### src/rtl/io_timer_pkg.sv
// Shared definitions for the timer I/O subsystem (output-compare and input-capture).
// The optional periodic-reload feature of the compare block is enabled by OC_AUTO_RELOAD_EN.
package io_timer_pkg;

    localparam int TMR_W = 16;

    typedef enum logic [1:0] {
        OC_DIS = 2'b00,
        OC_TGL = 2'b01,
        OC_SET = 2'b10,
        OC_CLR = 2'b11
    } oc_mode_e;

    typedef enum logic {
        OC_IDLE  = 1'b0,
        OC_ARMED = 1'b1
    } oc_state_e;

    // Next compare at the same spacing as the previous pair, modulo 2^16.
    function automatic logic [TMR_W-1:0] oc_reload(input logic [TMR_W-1:0] cmp,
                                                   input logic [TMR_W-1:0] last);
        return cmp + (cmp - last);
    endfunction

endpackage

### src/rtl/oc_fifo.sv
// Compare-value queue: synchronous FIFO, power-of-two depth, registered full flag.
module oc_fifo #(
    parameter int DEPTH = 4,
    parameter int W     = 16
) (
    input  logic         clk,
    input  logic         rst_n,
    input  logic         push,
    input  logic         pop,
    input  logic [W-1:0] din,
    output logic [W-1:0] dout,
    output logic         empty,
    output logic         full
);
    localparam int AW = $clog2(DEPTH);
    localparam logic [AW-1:0] MASK = AW'(DEPTH - 1);

    logic [W-1:0]  mem [DEPTH];
    logic [AW-1:0] rd_ptr, wr_ptr;
    logic [AW:0]   count, count_nxt;

    always_comb begin
        count_nxt = count;
        case ({push, pop})
            2'b10:   count_nxt = count + 1'b1;
            2'b01:   count_nxt = count - 1'b1;
            default: count_nxt = count;
        endcase
    end

    always_ff @(posedge clk or negedge rst_n) begin
        if (!rst_n) begin
            rd_ptr <= '0;
            wr_ptr <= '0;
            count  <= '0;
            full   <= 1'b0;
        end else begin
            if (push) wr_ptr <= (wr_ptr + 1'b1) & MASK;
            if (pop)  rd_ptr <= (rd_ptr + 1'b1) & MASK;
            count <= count_nxt;
            full  <= (count_nxt == (AW+1)'(DEPTH));
        end
    end

    always_ff @(posedge clk) begin
        if (push) mem[wr_ptr] <= din;
    end

    assign dout  = mem[rd_ptr];
    assign empty = (count == '0);

endmodule

### src/rtl/output_compare_gen.sv
// Output-compare generator: drives outs when the selected timer equals the armed compare value.
// Define OC_AUTO_RELOAD_EN to extrapolate the next compare when the queue runs dry.
module output_compare_gen
    import io_timer_pkg::*;
#(
    parameter int FIFO_DEPTH = 4
) (
    input  logic             clk,
    input  logic             rst_n,
    input  logic [1:0]       OCTMR,
    input  logic [1:0]       OCMODE,
    input  logic [TMR_W-1:0] t_val_bi_0,
    input  logic [TMR_W-1:0] t_val_bi_1,
    input  logic             wr_i,
    input  logic [TMR_W-1:0] OCBUF_i,
    output logic             outs,
    output logic             OCEV,
    output logic             OCBNF,
    output logic             OCOV,
    output logic             OCUR
);
    oc_state_e        state;
    oc_mode_e         mode;
    logic [TMR_W-1:0] cmp, last_cmp, t_sel, head;
    logic             match, pop, push, empty, full;
    logic [TMR_W:0]   unused_bits;

    assign mode  = oc_mode_e'(OCMODE);
    assign t_sel = OCTMR[0] ? t_val_bi_1 : t_val_bi_0;
    assign match = (state == OC_ARMED) && (t_sel == cmp);
    // Head leaves the queue on arming from IDLE or on reload after a match.
    assign pop   = (mode != OC_DIS) && !empty && ((state == OC_IDLE) || match);
    assign push  = wr_i && (!full || pop);
    assign OCBNF = !full;
    assign unused_bits = {OCTMR[1], last_cmp};

    oc_fifo #(.DEPTH(FIFO_DEPTH), .W(TMR_W)) u_fifo (
        .clk   (clk),
        .rst_n (rst_n),
        .push  (push),
        .pop   (pop),
        .din   (OCBUF_i),
        .dout  (head),
        .empty (empty),
        .full  (full)
    );

    always_ff @(posedge clk or negedge rst_n) begin
        if (!rst_n) begin
            state    <= OC_IDLE;
            cmp      <= '0;
            last_cmp <= '0;
            outs     <= 1'b0;
            OCEV     <= 1'b0;
            OCOV     <= 1'b0;
            OCUR     <= 1'b0;
        end else begin
            OCEV <= 1'b0;
            if (wr_i && !push) OCOV <= 1'b1;
            if (mode == OC_DIS) begin
                state <= OC_IDLE;
            end else if (state == OC_IDLE) begin
                if (!empty) begin
                    cmp   <= head;
                    state <= OC_ARMED;
                end
            end else if (match) begin
                OCEV     <= 1'b1;
                last_cmp <= cmp;
                case (mode)
                    OC_TGL:  outs <= ~outs;
                    OC_SET:  outs <= 1'b1;
                    OC_CLR:  outs <= 1'b0;
                    default: outs <= outs;
                endcase
                if (!empty) begin
                    cmp <= head;
                end else begin
`ifdef OC_AUTO_RELOAD_EN
                    cmp <= oc_reload(cmp, last_cmp);
`else
                    state <= OC_IDLE;
                    OCUR  <= 1'b1;
`endif
                end
            end
        end
    end

endmodule
### config.mk
export PLATFORM = sky130hd
export DESIGN_NAME = output_compare_gen
export DESIGN_NICKNAME = d
export VERILOG_FILES = /design/src/rtl/io_timer_pkg.sv /design/src/rtl/oc_fifo.sv /design/src/rtl/output_compare_gen.sv
export SDC_FILE = /design/constraint.sdc
export NUM_CORES = 1
export LEC_CHECK = 0
export ABC_AREA = 1
export CORE_MARGIN = 2
export CORE_UTILIZATION = 61
export CTS_BUF_LIST = sky130_fd_sc_hd__clkbuf_8
export CTS_CLUSTER_DIAMETER = 40
export DETAILED_ROUTE_END_ITERATION = 7
export PLACE_DENSITY_LB_ADDON = 0.2
export SETUP_SLACK_MARGIN = 0.05
export SYNTH_ARGS = -nofsm -noshare
export SYNTH_HDL_FRONTEND = slang
export SYNTH_HIERARCHICAL = 1
export SYNTH_SLANG_ARGS = --single-unit
### constraint.sdc
create_clock -name clk -period 5.02 [get_ports clk]
set_clock_uncertainty 0.05 [all_clocks]
set_input_delay 0.502 -clock clk [delete_from_list [all_inputs] [get_ports clk]]
set_output_delay 0.502 -clock clk [all_outputs]
set_load 0.02 [all_outputs]
Word-level counts from Yosys, hierarchy flattened

Memories as Yosys holds them, arrays and structs flattened.
Index checks and enable logic that the tools add are counted.

Shift-type cells: 0
$add $sub $neg: 4
Multiplexer cells: 15
Eq/ne operators: 8
Magnitude comparators: 0
Div/mod/pow operators: 0
Reduce and logical (&&, ||, !) cells: 17
$mul: 0
Bitwise gates (word level): 3

Operators by type and width:

| kind                                                               | count |
|---|---|
| 16-bit 2-to-1 mux                                                  | 4 |
| 16-bit == test                                                     | 1 |
| 1-bit 2-to-1 mux                                                   | 9 |
| 4-bit AND reduction                                                | 2 |
| 2-bit == test, second input constant                               | 3 |
| 3-bit case mux with 2 select lines                                 | 1 |
| 1-bit logical AND                                                  | 5 |
| 2-bit by 1-bit adder with 2-bit output, second input constant      | 2 |
| 2-bit by 1-bit == test with 1-bit output, second input constant    | 2 |
| 3-bit by 1-bit adder with 3-bit output, second input constant      | 1 |
| 3-bit == test, second input constant                               | 1 |
| 1-bit logical NOT                                                  | 3 |
| 3-bit logical NOT                                                  | 1 |
| 1-bit inverter                                                     | 3 |
| 1-bit case mux with 3 select lines                                 | 1 |
| 3-bit nonzero test                                                 | 1 |
| 3-bit by 1-bit subtractor with 3-bit output, second input constant | 1 |
| 2-bit logical NOT                                                  | 1 |
| 1-bit logical OR                                                   | 2 |
| 2-bit by 1-bit != test with 1-bit output, second input constant    | 1 |
| 2-bit AND reduction                                                | 1 |
| 2-bit nonzero test                                                 | 1 |

Register bits after elaboration: 29
Bits in latches: 0
Memories kept: 1
Logic and storage cells: 58
Bits in read-only memories: 0
Output and inout port bits: 5
Bits in writable memories: 64

Memories:

| name       | words | bits a word | rd ports | clocked after Yosys merged registers in | wr ports | line          | RTL |
|---|---|---|---|---|---|---|---|
| u_fifo.mem | 4     | 16          | 1        | 0                                       | 1        | oc_fifo.sv:18 | `logic [W-1:0] mem [DEPTH];` |

Logic depth before layout (Yosys ltp)

Word-level depth: 10
Mapped depth: 24

By module

The synthesis kept the hierarchy.

By module, submodules not included:

| module             | cells an instance | seq. area each (µm²) | area each (µm²) | times used |
|---|---|---|---|---|
| oc_fifo            | 208               | 2122.0               | 2865.2          | 1 |
| output_compare_gen | 232               | 525.5                | 1423.9          | 1 |

Worst setup path after synthesis

No wires, ideal clock.

Path kind: input-to-reg
From: input port OCTMR[0]
To: register u_fifo.full
Stages: 22
Required time: 4.848 ns
Path slack: 2.112 ns
Path buffers: 3
Library setup time: 0.122 ns
Arrival: 2.736 ns
Path through: buf_6 > inv_4 > buf_6 > nand2_1 > nand3b_1 > nand2_1 > nor2_1 > nand2_1 > nor2_1 > nand2_1 > nand2_2 > nand2_4 > a21boi_0 > buf_2 > inv_1 > ha_1 > inv_1 > fa_1 > nand2_1 > o21ai_0 > nand3_1 > a21oi_1

Cells in the longest elaborated chain, start to end: 10

RTL lines:

| what                                                                             | line                     | RTL |
|---|---|---|
| start: declaration                                                               | output_compare_gen.sv:10 | `input logic [1:0] OCTMR,` |
| 16-bit 2-to-1 mux *                                                              | output_compare_gen.sv:29 | `assign t_sel = OCTMR[0] ? t_val_bi_1 : t_val_bi_0;` |
| 16-bit == test *                                                                 | output_compare_gen.sv:30 | `assign match = (state == OC_ARMED) && (t_sel == cmp);` |
| 1-bit logical AND *                                                              | output_compare_gen.sv:30 |  |
| 1-bit logical OR *                                                               | output_compare_gen.sv:32 | `assign pop = (mode != OC_DIS) && !empty && ((state == OC_IDLE) \|\| match);` |
| 1-bit logical AND *                                                              | output_compare_gen.sv:32 |  |
| 1-bit logical OR *                                                               | output_compare_gen.sv:33 | `assign push = wr_i && (!full \|\| pop);` |
| 1-bit logical AND *                                                              | output_compare_gen.sv:33 |  |
| named net push                                                                   | output_compare_gen.sv:25 | `logic match, pop, push, empty, full;` |
| 2-bit by 1-bit == test with 1-bit output / 2-bit == test (equally long branches) | oc_fifo.sv:24            | `case ({push, pop})` |
| 3-bit case mux with 2 select lines *                                             | oc_fifo.sv:24            |  |
| 3-bit == test *                                                                  | oc_fifo.sv:41            | `full <= (count_nxt == (AW+1)'(DEPTH));` |
| end signal: assignment                                                           | oc_fifo.sv:41            |  |
| end: declaration                                                                 | oc_fifo.sv:13            | `output logic full` |

Mark *: on every way through the listed nets, which the timed path passes. The rest lies on a longest branch.
A chain may end at the register's enable or synchronous reset.

Final worst setup path

Same ends and word-level chain as after synthesis.

==> metrics.cfg <==
[route]
vias_per_cell = 5.14
wl_per_cell_microns = 13.9
dr.pass1.iters = 5
drc = 0
vias = 3066
ant_nets = 0
drtIter0Drc = 259
wl_microns = 8290

[logic_synthesis]
synth-compound-area-share_pct = 6.83
synth.distinct_cells = 26
syn_avg_cell_area_sq_um = 9.75
synthTopCellsByArea = edfxtp_1 (45%), dfrtp_1 (17%), nand2_1 (13%)
synth_fa_ha_area_share_pct = 1.93
synth-simple-area-share_pct = 20.8
synthArstFlopShare_pct = 31.2
synth.area.mux_share_pct = 0.263
ys_seq_area_share_pct = 61.7
synth_xor_area_share_pct = 0.613
synth_edf_count = 64
ys_seq_elements = 93
synth_top_family_by_area = simple AND/OR/NAND/NOR gates
synthCells = 440
yosysTopAreaCellShare_pct = 44.8
synth_fp_nets = 501
ys.flop_type = edfxtp_1
synth_top_cell_by_area = edfxtp_1
netlist_area_sq_um = 4290
yosysWarningCount = 6

[worst_setup_path]
critPathArrivalTime_ps = 4080
cp-end-kind = register
critPathMaxFanout = 19
critical-path-top-delay-family = buffers and inverters
slowest_delay_ps = 900
cp_cell_sequence = clkdlybuf4s50_1 > inv_4 > nand2_1 > nand2_1 > nand2_1 > nand2_1 > nor2_1 > nand2_1 > nor2_1 > nand2_1 > nand2_2 > nand2_4 > a21boi_0 > buf_4 > inv_1 > ha_1 > inv_1 > fa_1 > nand2_1 > o21ai_0 > nand3_1 > a21oi_1
critPathKind = in -> reg
critPathSlowestCell = clkdlybuf4s50_1
setup.worst_path.start_class = input port
cp_common_cell = nand2_1
critPathRequiredTime_ps = 5210
cp_num_buf_inv = 5

[cts]
tritoncts = done
clockBufferDepth = 2
root_buffer = clkbuf_8
clock_latency_ps = 350
cts_hold_buf = 0
path_clk_slew_ps = 90
cts.sinks = 93
cts.repair.resized = 0
numCtsBuffers = 9
cts_max_level = 3
cts_setup_buffers = 0

[grt]
antenna_found_initial = 0
track_usage_pct = 22.7
grt_start_max_net_pins = 36
grt_pass1_vias = 2859
gr-total-overflow = 0
grt_pass1_wl_microns = 13100

[placed_design]
port_buffers = 58
routabilityCongestion = 0.831
place_hpwl_microns = 5410

[floorplan]
die_area_sq_um = 7720
die_x_microns = 87.9
fp.dieH_microns = 87.9
num_rows = 30
coreArea_sq_um = 6790
io-pin-count = 60
initial_core_util_pct = 63.1

[sta]
rsz0062_at_grt = no
slew-limit-headroom_pct = 25.7
final.min_clock_period_ps = 3890
holdWs_ps = 415
tightest_slew_ps = 1120
finalSetupViolCount = 0
fin_crit_sh_pct = 77.5
max_freq_ghz = 0.257
timing.setup.tns_ps = 0
hold_viol = 0
maxSlewViolCount = 0

[final_layout]
final_util_pct = 74.3
seqCellArea_sq_um = 2650
final_cell_mix = nand2_1 (149), edfxtp_1 (64), clkdlybuf4s50_1 (58), inv_1 (46), nor2_1 (43)
multi_input_area_sq_um = 1310
layout_commonest_cell = nand2_1
nNetsFinal = 557
antennaDiodeCount = 0
n_fill_cell = 485
drive_above_1_share_pct = 5.19
area_delta_synth_final_pct = 17.7

[power]
p_total_mw = 2.42
leakage_nw = 2.21
p_per_area_nw_per_um2 = 479
irDropWorstVdd_v = 0.000275

[run]
drv_cap = 0

[status]
outcome = finished clean

[worst_hold_path]
hold_path.class = reg -> reg

worst paths after layout:
| check | depth (start not counted) | start | end | slack (ps) |
|---|---|---|---|---|
| worst max-delay path | 22 | OCTMR[0] | u_fifo/full | 1130 |
| worst max register to register | 18 | cmp[12] | u_fifo/full | 2140 |
| min in group asynchronous | 2 | rst_n | OCUR | 470 |
| worst min register to register | 2 | OCUR | OCUR | 420 |
| max in group asynchronous | 2 | rst_n | cmp[1] | 4180 |
| worst min-delay path | 2 | OCUR | OCUR | 420 |
sequential cells by signal (all words and copies together), names as in the netlist:
register	flops
OCEV	1
u_fifo/wr_ptr	2
outs	1
u_fifo/mem	64
u_fifo/count	3
cmp	16
OCOV	1
u_fifo/rd_ptr	2
u_fifo/full	1
state	1
OCUR	1
cells in the mapped netlist (2+ instances only):
library cell / count
ha_1: 5
dfrtp_1: 29
inv_4: 3
nand3_1: 13
buf_6: 11
edfxtp_1: 64
nand2_2: 3
nand4_1: 2
buf_4: 2
inv_1: 44
o22ai_1: 16
nand3b_1: 7
a21oi_1: 2
o21ai_0: 30
nor2_1: 43
nand2_1: 149
xor2_1: 3
buf_2: 2
o21ai_1: 5
layout make-up:
type / instances / area share [%]
inverter: 48 / 3.72
tap: 96 / 2.38
sequential: 93 / 52.4
timing repair buffer: 60 / 11.8
clock inverter: 6 / 1.09
clock buffer: 10 / 2.73
multi-input combinational: 284 / 25.8
worst min-delay path: stages (launching register included):
cell and delay, ps:
dfrtp_1 350, inv_1 40, nand2_1 50
cells by family (layout without fill, tap and decap cells):
kind of cell    count (synthesis)  in the layout
compound gates                 54             54
xor+xnor                        3              3
fa+ha+maj                       6              6
buf+inv                        63            124
flops                          93             93
mux                             1              1
simple gates                  220            220
layer usage:
metal / global-route usage [%] / wire [microns] / up-vias
li1: - / - / 1550
met1: 29.0 / 3530 / 1391
met2: 38.6 / 4090 / 113
met3: 5.18 / 580 / 12
met4: 7.97 / 93 / 0
met5: 0 / 0 / -
power breakdown:
part	internal, mW	total [mW]	switching, mW
Sequential	1.04	1.19	0.157
Clock	0.239	0.476	0.237
Combinational	0.276	0.746	0.471
Total	1.55	2.42	0.865
metrics by stage:
step	instances	instance area [sq um]	setup WS, ps
after floorplan	440	4290	2110
after global placement	581	4860	856
after detailed placement	581	4860	784
after CTS	597	5050	1150
after global routing	597	5050	746
final	597	5050	1130
No activity file was read; power rests on OpenSTA's default activity.
